### config.mk
export PLATFORM = sky130hd
export DESIGN_NAME = imem_access_controller_flat
export DESIGN_NICKNAME = d
export VERILOG_FILES = /design/src/rtl/imem_access_controller_pkg.sv /design/src/rtl/imem_access_controller_if.sv /design/src/rtl/imem_starve_counter.sv /design/src/rtl/imem_access_controller.sv /design/src/flat_wrapper.sv
export SDC_FILE = /design/constraint.sdc
export NUM_CORES = 1
export LEC_CHECK = 0
export CAP_MARGIN = 20
export CORE_AREA = 2 2 96 98
export DETAILED_ROUTE_END_ITERATION = 7
export DIE_AREA = 0 0 98 100
export HOLD_SLACK_MARGIN = 0.05
export PLACE_DENSITY = 0.67
export SYNTH_ARGS = -nofsm -noshare
export SYNTH_HDL_FRONTEND = slang
export SYNTH_SLANG_ARGS = --single-unit
### constraint.sdc
create_clock -name clk -period 2.37 [get_ports clk]
set_clock_uncertainty 0.15 [all_clocks]
set_input_delay 0.474 -clock clk [delete_from_list [all_inputs] [get_ports clk]]
set_output_delay 0.474 -clock clk [all_outputs]
set_load 0.01 [all_outputs]
### src/rtl/imem_access_controller_pkg.sv
// Shared types and helpers for the instruction-memory access controller.
// Holds the state/requester encodings and the address legality check.
package imem_access_controller_pkg;

   localparam int unsigned DATA_W = 32;

   typedef enum logic {
      IMEM_ST_BOOT = 1'b0,
      IMEM_ST_RUN  = 1'b1
   } imem_state_e;

   typedef enum logic {
      REQ_FETCH = 1'b0,
      REQ_LD    = 1'b1
   } req_id_e;

   // A byte address is illegal if misaligned or beyond the last word of the array.
   function automatic logic addr_fault(input logic [31:0] addr, input int unsigned addr_w);
      logic [31:0] word_idx;
      word_idx = addr >> 2;
      return (addr[1:0] != 2'b00) || ((word_idx >> addr_w) != 32'd0);
   endfunction

endpackage

### src/rtl/imem_access_controller_if.sv
// Bundle of fetch, loader, boot-control and memory-macro signals.
// slave = controller side, master = requesters plus memory macro.
interface imem_access_controller_if #(parameter int unsigned ADDR_W = 12);
   import imem_access_controller_pkg::*;

   logic              fetch_req;
   logic [31:0]       fetch_addr;
   logic              fetch_gnt;
   logic              fetch_rvalid;
   logic [DATA_W-1:0] fetch_rdata;

   logic              ld_req;
   logic              ld_we;
   logic [31:0]       ld_addr;
   logic [DATA_W-1:0] ld_wdata;
   logic              ld_gnt;
   logic              ld_rvalid;
   logic [DATA_W-1:0] ld_rdata;

   logic              boot_done;
   logic              cpu_stall;
   logic              err;

   logic              mem_en;
   logic              mem_we;
   logic [ADDR_W-1:0] mem_addr;
   logic [DATA_W-1:0] mem_wdata;
   logic [DATA_W-1:0] mem_rdata;

   modport slave (
      input  fetch_req, fetch_addr, ld_req, ld_we, ld_addr, ld_wdata, boot_done, mem_rdata,
      output fetch_gnt, fetch_rvalid, fetch_rdata, ld_gnt, ld_rvalid, ld_rdata,
             cpu_stall, err, mem_en, mem_we, mem_addr, mem_wdata
   );

   modport master (
      output fetch_req, fetch_addr, ld_req, ld_we, ld_addr, ld_wdata, boot_done, mem_rdata,
      input  fetch_gnt, fetch_rvalid, fetch_rdata, ld_gnt, ld_rvalid, ld_rdata,
             cpu_stall, err, mem_en, mem_we, mem_addr, mem_wdata
   );

endinterface

### src/rtl/imem_starve_counter.sv
// Saturating count of consecutive cycles the loader was denied the memory port.
// at_max tells the arbiter the loader must win its next request.
module imem_starve_counter #(
   parameter int unsigned MAX = 8
) (
   input  logic clk,
   input  logic reset,
   input  logic clr,
   input  logic inc,
   output logic at_max
);
   import imem_access_controller_pkg::*;

   localparam logic [7:0] MAX_C = 8'(MAX);

   logic [7:0] cnt;

   always_ff @(posedge clk) begin
      if (reset) begin
         cnt <= 8'd0;
      end else if (clr) begin
         cnt <= 8'd0;
      end else if (inc && (cnt != MAX_C)) begin
         cnt <= cnt + 8'd1;
      end
   end

   assign at_max = (cnt == MAX_C);

endmodule

### src/rtl/imem_access_controller.sv
// Arbitrates the single synchronous-read instruction memory port between fetch and loader.
// Optional IMEM_WRITE_PROTECT_EN: loader writes in RUN are granted but dropped with err.
//
// state        | meaning
// IMEM_ST_BOOT | CPU stalled, only the loader is served; boot_done moves to RUN
// IMEM_ST_RUN  | fetch has priority, starvation counter forces loader grants
module imem_access_controller
   import imem_access_controller_pkg::*;
#(
   parameter int unsigned ADDR_W     = 12,
   parameter int unsigned STARVE_MAX = 8,
   parameter bit          BOOT_HOLD  = 1'b1
) (
   input  logic                     clk,
   input  logic                     reset,
   imem_access_controller_if.slave  bus
);

   imem_state_e state;
   req_id_e     rsp_id;
   logic        rsp_rd;
   logic        rsp_fault;
   logic        err_q;

   logic        fetch_fault;
   logic        ld_fault;
   logic        fetch_win;
   logic        ld_win;
   logic        wp_block;
   logic        at_max;
   logic        starve_inc;
   logic        rsp_live;

   always_comb begin
      fetch_fault = addr_fault(bus.fetch_addr, ADDR_W);
      ld_fault    = addr_fault(bus.ld_addr, ADDR_W);
      fetch_win   = 1'b0;
      ld_win      = 1'b0;
      if (!reset) begin
         if (state == IMEM_ST_BOOT) begin
            ld_win = bus.ld_req;
         end else if (bus.ld_req && (at_max || !bus.fetch_req)) begin
            ld_win = 1'b1;
         end else begin
            fetch_win = bus.fetch_req;
         end
      end
`ifdef IMEM_WRITE_PROTECT_EN
      wp_block = ld_win && bus.ld_we && (state == IMEM_ST_RUN);
`else
      wp_block = 1'b0;
`endif
      starve_inc = !reset && (state == IMEM_ST_RUN) && bus.ld_req && !ld_win;
   end

   imem_starve_counter #(.MAX(STARVE_MAX)) u_starve (
      .clk    (clk),
      .reset  (reset),
      .clr    (ld_win),
      .inc    (starve_inc),
      .at_max (at_max)
   );

   always_ff @(posedge clk) begin
      if (reset) begin
         state     <= BOOT_HOLD ? IMEM_ST_BOOT : IMEM_ST_RUN;
         rsp_rd    <= 1'b0;
         rsp_id    <= REQ_FETCH;
         rsp_fault <= 1'b0;
         err_q     <= 1'b0;
      end else begin
         if ((state == IMEM_ST_BOOT) && bus.boot_done) begin
            state <= IMEM_ST_RUN;
         end
         rsp_rd    <= fetch_win || (ld_win && !bus.ld_we);
         rsp_id    <= ld_win ? REQ_LD : REQ_FETCH;
         rsp_fault <= ld_win ? ld_fault : fetch_fault;
         err_q     <= (ld_win && (ld_fault || wp_block)) || (fetch_win && fetch_fault);
      end
   end

   assign bus.fetch_gnt = fetch_win;
   assign bus.ld_gnt    = ld_win;
   assign bus.cpu_stall = (state == IMEM_ST_BOOT);

   assign bus.mem_en    = (ld_win && !ld_fault && !wp_block) || (fetch_win && !fetch_fault);
   assign bus.mem_we    = ld_win && !ld_fault && !wp_block && bus.ld_we;
   assign bus.mem_addr  = ld_win    ? bus.ld_addr[ADDR_W+1:2]    :
                          fetch_win ? bus.fetch_addr[ADDR_W+1:2] : '0;
   assign bus.mem_wdata = (ld_win && bus.ld_we) ? bus.ld_wdata : '0;

   // A synchronous reset landing on the response cycle must swallow the response.
   assign rsp_live         = rsp_rd && !reset;
   assign bus.fetch_rvalid = rsp_live && (rsp_id == REQ_FETCH);
   assign bus.ld_rvalid    = rsp_live && (rsp_id == REQ_LD);
   assign bus.fetch_rdata  = (bus.fetch_rvalid && !rsp_fault) ? bus.mem_rdata : '0;
   assign bus.ld_rdata     = (bus.ld_rvalid && !rsp_fault) ? bus.mem_rdata : '0;
   assign bus.err          = err_q && !reset;

endmodule

### src/flat_wrapper.sv
// flat-port wrapper written by rule: the top's interface ports become plain ports
module imem_access_controller_flat import imem_access_controller_pkg::*;
#(
   parameter int unsigned ADDR_W     = 12,
   parameter int unsigned STARVE_MAX = 8,
   parameter bit          BOOT_HOLD  = 1'b1
)
  (clk, reset, bus_fetch_req, bus_fetch_addr, bus_ld_req, bus_ld_we, bus_ld_addr, bus_ld_wdata, bus_boot_done, bus_mem_rdata, bus_fetch_gnt, bus_fetch_rvalid, bus_fetch_rdata, bus_ld_gnt, bus_ld_rvalid, bus_ld_rdata, bus_cpu_stall, bus_err, bus_mem_en, bus_mem_we, bus_mem_addr, bus_mem_wdata);
  imem_access_controller_if #(.ADDR_W(ADDR_W)) bus_i ();
  input  logic clk;
  input  logic reset;
  input wire logic [$bits(bus_i.fetch_req)-1:0] bus_fetch_req;
  input wire logic [$bits(bus_i.fetch_addr)-1:0] bus_fetch_addr;
  input wire logic [$bits(bus_i.ld_req)-1:0] bus_ld_req;
  input wire logic [$bits(bus_i.ld_we)-1:0] bus_ld_we;
  input wire logic [$bits(bus_i.ld_addr)-1:0] bus_ld_addr;
  input wire logic [$bits(bus_i.ld_wdata)-1:0] bus_ld_wdata;
  input wire logic [$bits(bus_i.boot_done)-1:0] bus_boot_done;
  input wire logic [$bits(bus_i.mem_rdata)-1:0] bus_mem_rdata;
  output wire logic [$bits(bus_i.fetch_gnt)-1:0] bus_fetch_gnt;
  output wire logic [$bits(bus_i.fetch_rvalid)-1:0] bus_fetch_rvalid;
  output wire logic [$bits(bus_i.fetch_rdata)-1:0] bus_fetch_rdata;
  output wire logic [$bits(bus_i.ld_gnt)-1:0] bus_ld_gnt;
  output wire logic [$bits(bus_i.ld_rvalid)-1:0] bus_ld_rvalid;
  output wire logic [$bits(bus_i.ld_rdata)-1:0] bus_ld_rdata;
  output wire logic [$bits(bus_i.cpu_stall)-1:0] bus_cpu_stall;
  output wire logic [$bits(bus_i.err)-1:0] bus_err;
  output wire logic [$bits(bus_i.mem_en)-1:0] bus_mem_en;
  output wire logic [$bits(bus_i.mem_we)-1:0] bus_mem_we;
  output wire logic [$bits(bus_i.mem_addr)-1:0] bus_mem_addr;
  output wire logic [$bits(bus_i.mem_wdata)-1:0] bus_mem_wdata;
  assign bus_i.fetch_req = bus_fetch_req;
  assign bus_i.fetch_addr = bus_fetch_addr;
  assign bus_i.ld_req = bus_ld_req;
  assign bus_i.ld_we = bus_ld_we;
  assign bus_i.ld_addr = bus_ld_addr;
  assign bus_i.ld_wdata = bus_ld_wdata;
  assign bus_i.boot_done = bus_boot_done;
  assign bus_i.mem_rdata = bus_mem_rdata;
  assign bus_fetch_gnt = bus_i.fetch_gnt;
  assign bus_fetch_rvalid = bus_i.fetch_rvalid;
  assign bus_fetch_rdata = bus_i.fetch_rdata;
  assign bus_ld_gnt = bus_i.ld_gnt;
  assign bus_ld_rvalid = bus_i.ld_rvalid;
  assign bus_ld_rdata = bus_i.ld_rdata;
  assign bus_cpu_stall = bus_i.cpu_stall;
  assign bus_err = bus_i.err;
  assign bus_mem_en = bus_i.mem_en;
  assign bus_mem_we = bus_i.mem_we;
  assign bus_mem_addr = bus_i.mem_addr;
  assign bus_mem_wdata = bus_i.mem_wdata;
  imem_access_controller #(.ADDR_W(ADDR_W), .STARVE_MAX(STARVE_MAX), .BOOT_HOLD(BOOT_HOLD)) u_core (.clk(clk), .reset(reset), .bus(bus_i));
endmodule
---- Word-level counts from Yosys, hierarchy flattened ----
Index checks and enable logic that the tools add are counted.
storage, ports and cells
  input bits .............................. 134
  output and inout port bits .............. 116
  register bits ........................... 13
operators by class
  add/subtract/negate cells ............... 1
  bitwise operators ....................... 2
  reductions and logical operators ........ 37
  equality and inequality tests ........... 2
  multiplexer cells ....................... 13
operators by type and width
  cell                                                                     number
  32-bit 2-to-1 mux                                                        3
  32-bit nonzero test                                                      2
  12-bit 2-to-1 mux                                                        2
  1-bit logical AND                                                        19
  8-bit by 1-bit adder with 8-bit output, second input constant            1
  8-bit by 4-bit == test with 1-bit output, second input constant          1
  1-bit 2-to-1 mux                                                         8
  8-bit by 4-bit inequality test with 1-bit output, second input constant  1
  1-bit logical NOT                                                        7
  1-bit logical OR                                                         6
  2-bit nonzero test                                                       2
  1-bit inverter                                                           2
  2-bit OR reduction                                                       1

---- Longest topological paths before layout ----
Gate-level depths: netlist of run 1.
  word-level depth ........................ 9
  mapped depth ............................ 8
  mapped depth without buffers ............ 7

---- By module ----
From an unflattened synthesis of run 1, not the netlist that was laid out.
second synthesis, totals
  cell total of the unflattened synthesis .. 216
  area, all modules ....................... 1524.0 µm²
modules (own cells, without submodules)
  module                  seq. area each (µm²)  area each (µm²)  times used  cells each
  imem_access_controller  100.1                 1112.3           1           167
  imem_starve_counter     160.2                 411.6            1           49

---- Worst setup path after synthesis of run 1 ----
No wires, ideal clock.
  path type ............................... reg2out
  start ................................... reg u_core.u_starve.cnt[0]
  end ..................................... out bus_mem_addr[10]
  cell stages (with the launch flop) ...... 9
  arrival ................................. 1.637 ns
  data required time ...................... 1.746 ns
  path slack .............................. 0.109 ns
  path buffers ............................ 1
  path through ............................ dfxtp_1 inv_1 ha_1 and4bb_4 and2_4 a211o_4 clkinv_4 buf_12 a22o_1
between the ends
  longest elaborated chain between the ends .. 8
  elaborated cells between the ends (all ways) .. 11
  classes of those cells .................. eq/ne: 1; mux: 8; reduce/logical: 2
RTL lines
  element                                   RTL line                      source
  start, declared                           imem_starve_counter.sv:16     logic [7:0] cnt;
  start signal, assigned                    imem_starve_counter.sv:24     cnt <= cnt + 8'd1;
  8-bit by 4-bit == test with 1-bit output  imem_starve_counter.sv:28     assign at_max = (cnt == MAX_C);
  1-bit logical OR                          imem_access_controller.sv:42  end else if (bus.ld_req && (at_max || !bus.fetch_req)) begin
  1-bit logical AND                         imem_access_controller.sv:42
  1-bit 2-to-1 mux                          imem_access_controller.sv:42
  1-bit 2-to-1 mux                          imem_access_controller.sv:40  if (state == IMEM_ST_BOOT) begin
  1-bit 2-to-1 mux                          imem_access_controller.sv:39  if (!reset) begin
  net bus_fetch_gnt                         flat_wrapper.sv:20            output wire logic [$bits(bus_i.fetch_gnt)-1:0] bus_fetch_gnt;
  12-bit 2-to-1 mux                         imem_access_controller.sv:89  fetch_win ? bus.fetch_addr[ADDR_W+1:2] : '0;
  12-bit 2-to-1 mux                         imem_access_controller.sv:88  assign bus.mem_addr = ld_win ? bus.ld_addr[ADDR_W+1:2] :
  end, declared                             flat_wrapper.sv:30            output wire logic [$bits(bus_i.mem_addr)-1:0] bus_mem_addr;
The timed path passes the listed nets, and every way through them passes these cells.

---- Final worst setup path of run 1 ----
  start ................................... reg u_core.u_starve.cnt[0]
  end ..................................... out bus_mem_addr[7]
between the ends
  longest elaborated chain between the ends .. 8
  elaborated cells between the ends (all ways) .. 11
  classes of those cells .................. eq/ne: 1; mux: 8; reduce/logical: 2
RTL lines
  element                                     RTL line
  8-bit by 4-bit == test with 1-bit output *  imem_starve_counter.sv:28
  1-bit logical OR *                          imem_access_controller.sv:42
  1-bit logical AND *                         imem_access_controller.sv:42
  1-bit 2-to-1 mux                            imem_access_controller.sv:42
  1-bit 2-to-1 mux                            imem_access_controller.sv:40
  1-bit 2-to-1 mux                            imem_access_controller.sv:39
  12-bit 2-to-1 mux                           imem_access_controller.sv:89
  12-bit 2-to-1 mux *                         imem_access_controller.sv:88
Every way passes the cells marked *; elsewhere a longest branch is shown, timed or not.

==> results.cfg, run 1 <==
[run_status]
status = complete, but fails checks
violations = negative setup slack

[power]
peakVddDrop_v = 0.000135
fin_total_pwr_mw = 0.885
p_per_area_mw_per_mm2 = 196
leakage_nw = 2.19

[global_routing]
grt_overflow_total = 0
grt_util_all_layers_pct = 17.9
grt_antenna_before_repair = 0
grt_pass1_vias = 2787
grt_start_max_net_pins = 18
grt_first_pass_wirelength_um = 14000

[logic_synthesis]
synth-adder-area-share_pct = 1.60
synth-compound-area-share_pct = 13.5
synth_xor_area_share_pct = 2.24
syn_avg_cell_area_um2 = 7.20
ys_types = 35
synthMuxAreaShare_pct = 0
synth_area_mm2 = 0.00156
ys_ff_latch = 13
syn_nets = 353
ys_warn_count = 0
synth-simple-area-share_pct = 58.7
synth_cells = 217
synth-seq-area-share_pct = 16.7
synth_top_family_by_area = simple AND/OR/NAND/NOR gates

[floorplanning]
row_count = 35
core-area_mm2 = 0.00889
die_w_um = 98
die_area_mm2 = 0.00980
start_util_pct = 17.6
die_h_um = 100
io_pins = 250

[timing]
tightest_slew_ns = 0.462
max_freq_mhz = 394
finalSetupViolCount = 47
tns_ns = -5.13
hold_viol = 0
fin_ws_ns = -0.167
slew_viol_final = 0
slew-limit-headroom_pct = 69.2
finalCritPeriodShare_pct = 107
fin_crit_ns = 2.54
rsz0062_at_grt = yes

[placed_design]
port_buffers = 249
gp_congestion = 0.826
dp.final_hpwl_um = 7990
placed_cells = 590

[clock_network]
clockBufferDepth = 2
clkLatencyLatePin_ns = 0.24
tritoncts = built
cts-buffers-inserted = 3
path_clk_slew_ns = 0.06
cts_max_level = 1
cts_root_buffer = clkbuf_8
cts.sinks = 13
cts_hold_buffers = 0

[worst_setup_path]
r2r_cells = 7
r2r_start = u_core.u_starve.cnt[0]$_SDFFE_PP0P_
start_kind = flip-flop
r2r-end = u_core.rsp_fault$_SDFF_PP0_
required_ns = 1.75
worst_setup_path_end_kind = output pin
arrival_ns = 1.91
path_class = flip-flop to output pin
path_max_fanout = 7
r2r_slack_ns = 0.51

[drt]
first_iter_violations = 57
wire_per_inst_um = 15.7
drt-pass1-iter-count = 4
wl_um = 9550
drc_errors = 0
ant_nets = 0
vias = 2630
vias_per_cell = 4.33

[min_path]
hold_end = u_core.u_starve.cnt[1]$_SDFFE_PP0P_
hold_depth = 3
hold_class = primary input to flip-flop
worstHoldStart = reset

[finish]
register_area_um2 = 264
area_delta_synth_final_pct = 189
fin_cells = 607
final_layout_size_suffix_gt1_share_pct = 27.8
antenna_cells = 0
multiInputGateArea_mm2 = 0.00131
fillerInstances = 862
nNetsFinal = 633
postLayoutCoreUtil_pct = 50.9

[run]
maxCapViolCount = 0
-- where the power goes --
group | internal [mW] | leakage [nW] | total (mW) | switching, mW
clock network | 0.118 | 0.0228 | 0.192 | 0.0742
logic | 0.313 | 2.06 | 0.460 | 0.147
registers | 0.226 | 0.108 | 0.232 | 0.00623
total | 0.657 | 2.19 | 0.885 | 0.228
-- worst max-delay path, stage by stage (launching register included) --
cell      delay (ns)
dfxtp_2         0.33
inv_2           0.05
ha_4            0.15
and4bb_4        0.21
and2_4          0.14
a211o_4         0.39
inv_8           0.10
a22o_1          0.16
buf_2           0.14
-- state kept, by name, summed over array words and instances (netlist names) --
register             count
u_core.rsp_id            1
u_core.rsp_fault         1
u_core.u_starve.cnt      8
u_core.err_q             1
u_core.state             1
u_core.rsp_rd            1
-- timing repair --
action / CTS / global route
resized for setup: 324 / 27
gates cloned: 5 / 1
pin swaps: 18 / 13
setup buffers: 4 / 3
endpoints found under the setup margin: 115 / 75
-- placed cells by master, fill, tap and decap left out, types with 2 or more instances in the layout --
master,synthesis,final
clkdlybuf4s50_1,0,134
and2_1,97,85
dlygate4sd2_1,0,54
buf_2,4,34
buf_4,0,27
buf_6,1,21
and2_4,1,13
nor2_1,13,12
a22o_1,10,10
nor4_1,11,10
dfxtp_1,13,10
nand2_1,9,8
nand3_1,7,7
clkdlybuf4s15_2,0,6
inv_1,6,4
xnor2_1,4,4
buf_12,1,4
nor3_4,1,3
a22o_4,0,3
nor3_1,5,3
clkbuf_8,0,3
buf_16,0,3
dfxtp_2,0,3
inv_2,1,2
nand2b_4,0,2
inv_8,0,2
nand4b_1,2,2
a31oi_1,2,2
o21ai_0,2,2
a21oi_1,2,2
o22ai_1,2,2
clkdlybuf4s15_1,0,2
-- cell usage after synthesis (all sizes together) --
library cell / number / area (um2)
and2: 98 / 616
a22o: 13 / 118
dfxtp: 13 / 260
nor2: 13 / 48.8
nor4: 11 / 68.8
nand2: 9 / 33.8
clkbuf: 7 / 27.5
inv: 7 / 26.3
nand3: 7 / 35.0
buf: 6 / 51.3
nor3: 6 / 41.3
xnor2: 4 / 35.0
a21oi: 3 / 26.3
a31oi: 2 / 12.5
ha: 2 / 25.0
nand2b: 2 / 12.5
nand4b: 2 / 17.5
o21ai: 2 / 10.0
o22ai: 2 / 12.5
a211o: 1 / 17.5
a211oi: 1 / 7.51
and4bb: 1 / 16.3
clkinv: 1 / 8.76
nor2b: 1 / 6.26
nor3b: 1 / 12.5
o21bai: 1 / 7.51
or2: 1 / 8.76
-- final cells by class --
| cell class | count | share of cell area (%) |
|---|---|---|
| inverter | 8 | 1.11 |
| multi-input combinational | 183 | 28.9 |
| timing repair inverter | 2 | 0.387 |
| sequential | 13 | 5.84 |
| timing repair buffer | 286 | 59.7 |
| clock buffer | 4 | 0.996 |
| tap | 111 | 3.07 |
-- cells by family after synthesis --
logic type	Yosys count
buf+inv	21
xor+xnor	4
fa+ha+maj	2
simple gates	152
flops	13
compound gates	25
-- how the worst max path moves through the flow --
stage / from / cells after the start / slack (ns) / end
3_5_place_dp: reset / 6 / -0.62 / bus_mem_addr[0]
4_1_cts: u_core.u_starve.cnt[0]$_SDFFE_PP0P_ / 8 / -0.15 / bus_mem_addr[7]
2_1_floorplan: u_core.u_starve.cnt[0]$_SDFFE_PP0P_ / 8 / 0.11 / bus_mem_addr[10]
3_3_place_gp: reset / 6 / -0.59 / bus_mem_addr[4]
5_1_grt: u_core.u_starve.cnt[0]$_SDFFE_PP0P_ / 9 / -0.23 / bus_mem_wdata[2]
6_report: u_core.u_starve.cnt[0]$_SDFFE_PP0P_ / 8 / -0.17 / bus_mem_addr[7]
-- stage by stage --
step / setup slack (ns) / area (um2) / hold slack (ns)
floorplan: 0.109 / 1560 / 0.327
global placement: -0.592 / 4360 / 0.366
CTS: -0.148 / 4380 / 0.412
global route: -0.227 / 4520 / 0.422
finish: -0.167 / 4520 / 0.405
detailed placement: -0.617 / 4360 / 0.394
-- per-layer routing --
layer,track usage [%],vias up,part of all wire [%]
met3,3.27,14,8.4
li1,-,1285,-
met5,0,-,0
met1,19.6,1158,36
met4,3.95,0,1.9
met2,35.6,173,54
Note: power is estimated with default switching activity, not from simulation.
==> inputs of run 2 (changes only) <==
- CORE_AREA: 2 2 96 98 -> unset
- CORE_MARGIN: unset -> 8
- CORE_UTILIZATION: unset -> 23
- DIE_AREA: 0 0 98 100 -> unset
- PLACE_DENSITY: 0.67 -> 0.83
==> results.cfg, run 2 (synthesis gave the netlist of run 1 again) <==
[worst_setup_path]
worst_setup_path_end_kind = output pin
r2r_slack_ns = 0.44
slowest_delay_ns = 0.39
path_max_fanout = 7
crit_chain = inv_2 > ha_4 > and4bb_4 > and2_4 > a211o_4 > inv_8 > a22o_1 > buf_2
start_kind = flip-flop
path_class = flip-flop to output pin
arrival_ns = 1.90
crit_slowest_cell = a211o_4
required_ns = 1.75

[timing]
rsz0062_at_grt = yes
hold_viol = 0
slew_viol_final = 0
tns_ns = -5.26
finalSetupViolCount = 47
finalCritPeriodShare_pct = 107
fin_ws_ns = -0.158
fin_crit_ns = 2.53
max_freq_mhz = 396
tightest_slew_ns = 0.402
holdWs_ns = 0.442
slew-limit-headroom_pct = 73.2

[global_routing]
grt_first_pass_wirelength_um = 16800
grt_util_all_layers_pct = 22.2
grt_start_max_net_pins = 26
grt_overflow_total = 0
grt_antenna_before_repair = 0
grt_pass1_vias = 2899

[clock_network]
cts_hold_buffers = 0
path_clk_slew_ns = 0.06
cts.sinks = 13
cts_root_buffer = clkbuf_8
tritoncts = built
clockBufferDepth = 2
cts-buffers-inserted = 3
cts_max_level = 1
clkLatencyLatePin_ns = 0.24

[drt]
ant_nets = 0
wl_um = 11500
vias_per_cell = 4.61
wire_per_inst_um = 19.6
vias = 2701
first_iter_violations = 111
drt-pass1-iter-count = 4
drc_errors = 0

[finish]
final_cell_mix = clkdlybuf4s50_1, and2_1, dlygate4sd2_1
final_common_cell = clkdlybuf4s50_1
antenna_cells = 0
fin_area_mm2 = 0.00461
nNetsFinal = 643
largest_reg_flops = 8
register_area_um2 = 263
final_layout_size_suffix_gt1_share_pct = 30.4
multiInputGateArea_mm2 = 0.00134
area_delta_synth_final_pct = 195
fin_cells = 586
max_flop_register = u_core.u_starve.cnt
postLayoutCoreUtil_pct = 69.0
fillerInstances = 565

[power]
power.switching_mw = 0.242
clkPwrFrac_pct = 22.0
power.internal_mw = 0.665
p_per_area_mw_per_mm2 = 197
seq_power_share_pct = 25.6
fin_total_pwr_mw = 0.907
peakVddDrop_v = 0.000168
p_sw_share_pct = 26.7
combinationalPowerShare_pct = 52.4
leakage_nw = 2.25

[floorplanning]
row_count = 30
io_pins = 250
die_w_um = 98.4
die_h_um = 98.4
die_area_mm2 = 0.00969
core-area_mm2 = 0.00668
start_util_pct = 23.4

[placed_design]
placed_cells = 561
dp_slack_ns = -0.625
post_dp_cell_area_mm2 = 0.00432
dp.final_hpwl_um = 9700
port_buffers = 249
gp_congestion = 0.967

[run]
maxCapViolCount = 0

[run_status]
status = complete, but fails checks
violations = negative setup slack

[min_path]
hold_class = flip-flop to flip-flop
-- run 2: final cells by class --
cell class / count / area share (%)
timing repair buffer: 296 / 60.5
inverter: 8 / 1.09
clock buffer: 4 / 0.977
timing repair inverter: 2 / 0.434
multi-input combinational: 183 / 29.2
sequential: 13 / 5.70
tap: 80 / 2.17
-- run 2: metal layers --
layer	wire length, um	global-route usage [%]	vias to the layer above
li1	-	-	1311
met1	3900	21.0	1194
met2	6170	44.0	181
met3	1210	8.25	15
met4	195	4.72	0
met5	0	0	-
-- run 2: power by group through the flow --
stage	logic [mW]	registers (mW)	clock network [mW]
finish	0.475	0.232	0.200
global route	0.504	0.233	0.216
CTS	0.471	0.232	0.200
detailed placement	0.441	0.234	0
global placement	0.437	0.234	0
floorplan	0.0990	0.233	0
-- run 2: worst max-delay path, delay by kind of cell, from the launching register on --
family / cells / cell delay [ns]
compound gates: 2 / 0.54
simple gates: 2 / 0.35
flops: 1 / 0.33
buf+inv: 3 / 0.29
fa+ha+maj: 1 / 0.15
-- run 2: what timing repair did --
action	in CTS	in global routing
cloned	7	0
gates resized for setup	352	35
endpoints found under the setup margin	114	58
hold endpoints to repair	0	0
pin swaps	26	8
setup buffers	15	1
-- run 2: path summary, 6_finish.rpt --
check | cells after the start | to | start
max | 8 | bus_mem_addr[3] | u_core.u_starve.cnt[0]$_SDFFE_PP0P_
min | 3 | u_core.u_starve.cnt[7]$_SDFFE_PP0P_ | u_core.u_starve.cnt[7]$_SDFFE_PP0P_
max reg2reg | 8 | u_core.rsp_fault$_SDFF_PP0_ | u_core.u_starve.cnt[0]$_SDFFE_PP0P_
min reg2reg | 3 | u_core.u_starve.cnt[7]$_SDFFE_PP0P_ | u_core.u_starve.cnt[7]$_SDFFE_PP0P_
==> inputs of run 3 (changes only) <==
- ABC_CLOCK_PERIOD_IN_PS: unset -> 2370
- MAX_ROUTING_LAYER: unset -> met4
==> results.cfg, run 3 (synthesis gave the netlist of run 1 again) <==
[worst_setup_path]
worst_setup_path_end_kind = output pin
path_class = flip-flop to output pin
required_ns = 1.75
path_max_fanout = 6
crit_slowest_cell = dfxtp_2
start_kind = flip-flop
slowest_delay_ns = 0.32
crit_top_cell = buf_6
arrival_ns = 1.99
cp_num_buf_inv = 5
path_delay_family = buffers and inverters
crit_chain = inv_2 > ha_4 > and4bb_4 > a21oi_4 > nor3b_4 > buf_6 > buf_16 > buf_6 > and2_1 > buf_2

[global_routing]
grt_first_pass_wirelength_um = 17900
grt_start_max_net_pins = 9
grt_util_all_layers_pct = 24.6
grt_overflow_total = 0
grt_antenna_before_repair = 1
grt_pass1_vias = 3012

[placed_design]
gp_congestion = 0.991
dp_slack_ns = -0.636
dp.final_hpwl_um = 9810
port_buffers = 249
post_dp_cell_area_mm2 = 0.00430

[clock_network]
tritoncts = built
cts_max_level = 1
cts_hold_buffers = 0
clkLatencyLatePin_ns = 0.25
cts_root_buffer = clkbuf_8
cts.sinks = 13
clockBufferDepth = 2
cts-buffers-inserted = 3
path_clk_slew_ns = 0.06

[timing]
rsz0062_at_grt = yes
finalSetupViolCount = 48
fin_crit_ns = 2.61
finalCritPeriodShare_pct = 110
max_freq_mhz = 383
tightest_slew_ns = 0.436
slew-limit-headroom_pct = 70.9
fin_ws_ns = -0.244
hold_viol = 0
slew_viol_final = 0

[run_status]
status = complete, but fails checks
violations = negative setup slack

[drt]
drc_errors = 0
ant_nets = 0
first_iter_violations = 135
wire_per_inst_um = 21.7
vias_per_cell = 4.68
vias = 2838
wl_um = 13100
drt-pass1-iter-count = 4

[power]
power.internal_mw = 0.687
combinationalPowerShare_pct = 53.7
p_sw_share_pct = 27.8
peakVddDrop_v = 0.000185
seq_power_share_pct = 24.4
p_per_area_mw_per_mm2 = 200
leakage_nw = 2.44
clkPwrFrac_pct = 22.0
power.switching_mw = 0.265

[floorplanning]
core-area_mm2 = 0.00668
start_util_pct = 23.4
io_pins = 250
die_h_um = 98.4
die_w_um = 98.4
row_count = 30
die_area_mm2 = 0.00969

[finish]
fin_area_mm2 = 0.00477
largest_reg_flops = 8
nNetsFinal = 662
max_flop_register = u_core.u_starve.cnt
final_cell_mix = clkdlybuf4s50_1, and2_1, buf_6
area_delta_synth_final_pct = 205
final_common_cell = clkdlybuf4s50_1
final_layout_size_suffix_gt1_share_pct = 42.3
fillerInstances = 517

[min_path]
hold_class = primary input to flip-flop

[run]
maxCapViolCount = 0
run 3: area by class of cell:
type                            count  area [um2]  area share [%]
Timing Repair inverter              2        15.0           0.315
Multi-Input combinational cell    183        1360            28.5
Timing Repair Buffer              315        2930            61.5
Clock buffer                        4        45.0           0.945
Sequential cell                    13         263            5.51
Tap cell                           80         100            2.10
Antenna cell                        1        2.50          0.0525
Inverter                            8        50.0            1.05
run 3: per-stage QoR:
step | instances | utilization [%] | hold slack, ns | total power [mW] | setup TNS (ns)
finish | 606 | 71.4 | 0.434 | 0.952 | -8.13
global route | 606 | 71.4 | 0.448 | 0.986 | -10.98
CTS | 595 | 68.5 | 0.390 | 0.932 | -8.36
detailed placement | 560 | 64.4 | 0.399 | 0.674 | -61.43
global placement | 560 | 64.4 | 0.375 | 0.669 | -58.81
floorplan | 217 | - | 0.327 | 0.333 | 0
run 3: timing repair:
action	4_1_cts	5_1_grt
cloned	10	0
gates resized for setup	436	83
buffers inserted	21	10
pin swaps	32	18
setup endpoints to repair	114	90
hold endpoints to repair	0	0
run 3: power by group through the flow:
stage	registers (mW)	clock network, mW	logic [mW]
4_1_cts	0.232	0.213	0.486
3_5_place_dp	0.234	0	0.440
2_1_floorplan	0.233	0	0.0990
3_3_place_gp	0.234	0	0.435
5_1_grt	0.233	0.216	0.537
6_report	0.232	0.209	0.511
run 3: final timing paths:
kind	startpoint	end	slack [ns]	depth (start not counted)
setup / recovery	u_core.u_starve.cnt[1]$_SDFFE_PP0P_	bus_mem_wdata[18]	-0.24	10
hold / removal	reset	u_core.u_starve.cnt[0]$_SDFFE_PP0P_	0.43	3
setup reg to reg	u_core.u_starve.cnt[1]$_SDFFE_PP0P_	u_core.rsp_fault$_SDFF_PP0_	0.41	8
hold reg to reg	u_core.u_starve.cnt[0]$_SDFFE_PP0P_	u_core.u_starve.cnt[0]$_SDFFE_PP0P_	0.46	3
run 3: tightest hold or removal path: stages:
cell and delay, ns:
buf_4 0.11, buf_4 0.16, a21oi_1 0.05
run 3: routing by layer:
layer	global-route usage, %	vias up	part of all wire (%)	wire length [um]
met5	-	-	0	0
met4	6.85	0	2.2	295
met3	7.19	17	8.4	1100
met2	47.1	174	54	7090
met1	23.3	1299	35	4650
li1	-	1348	-	-
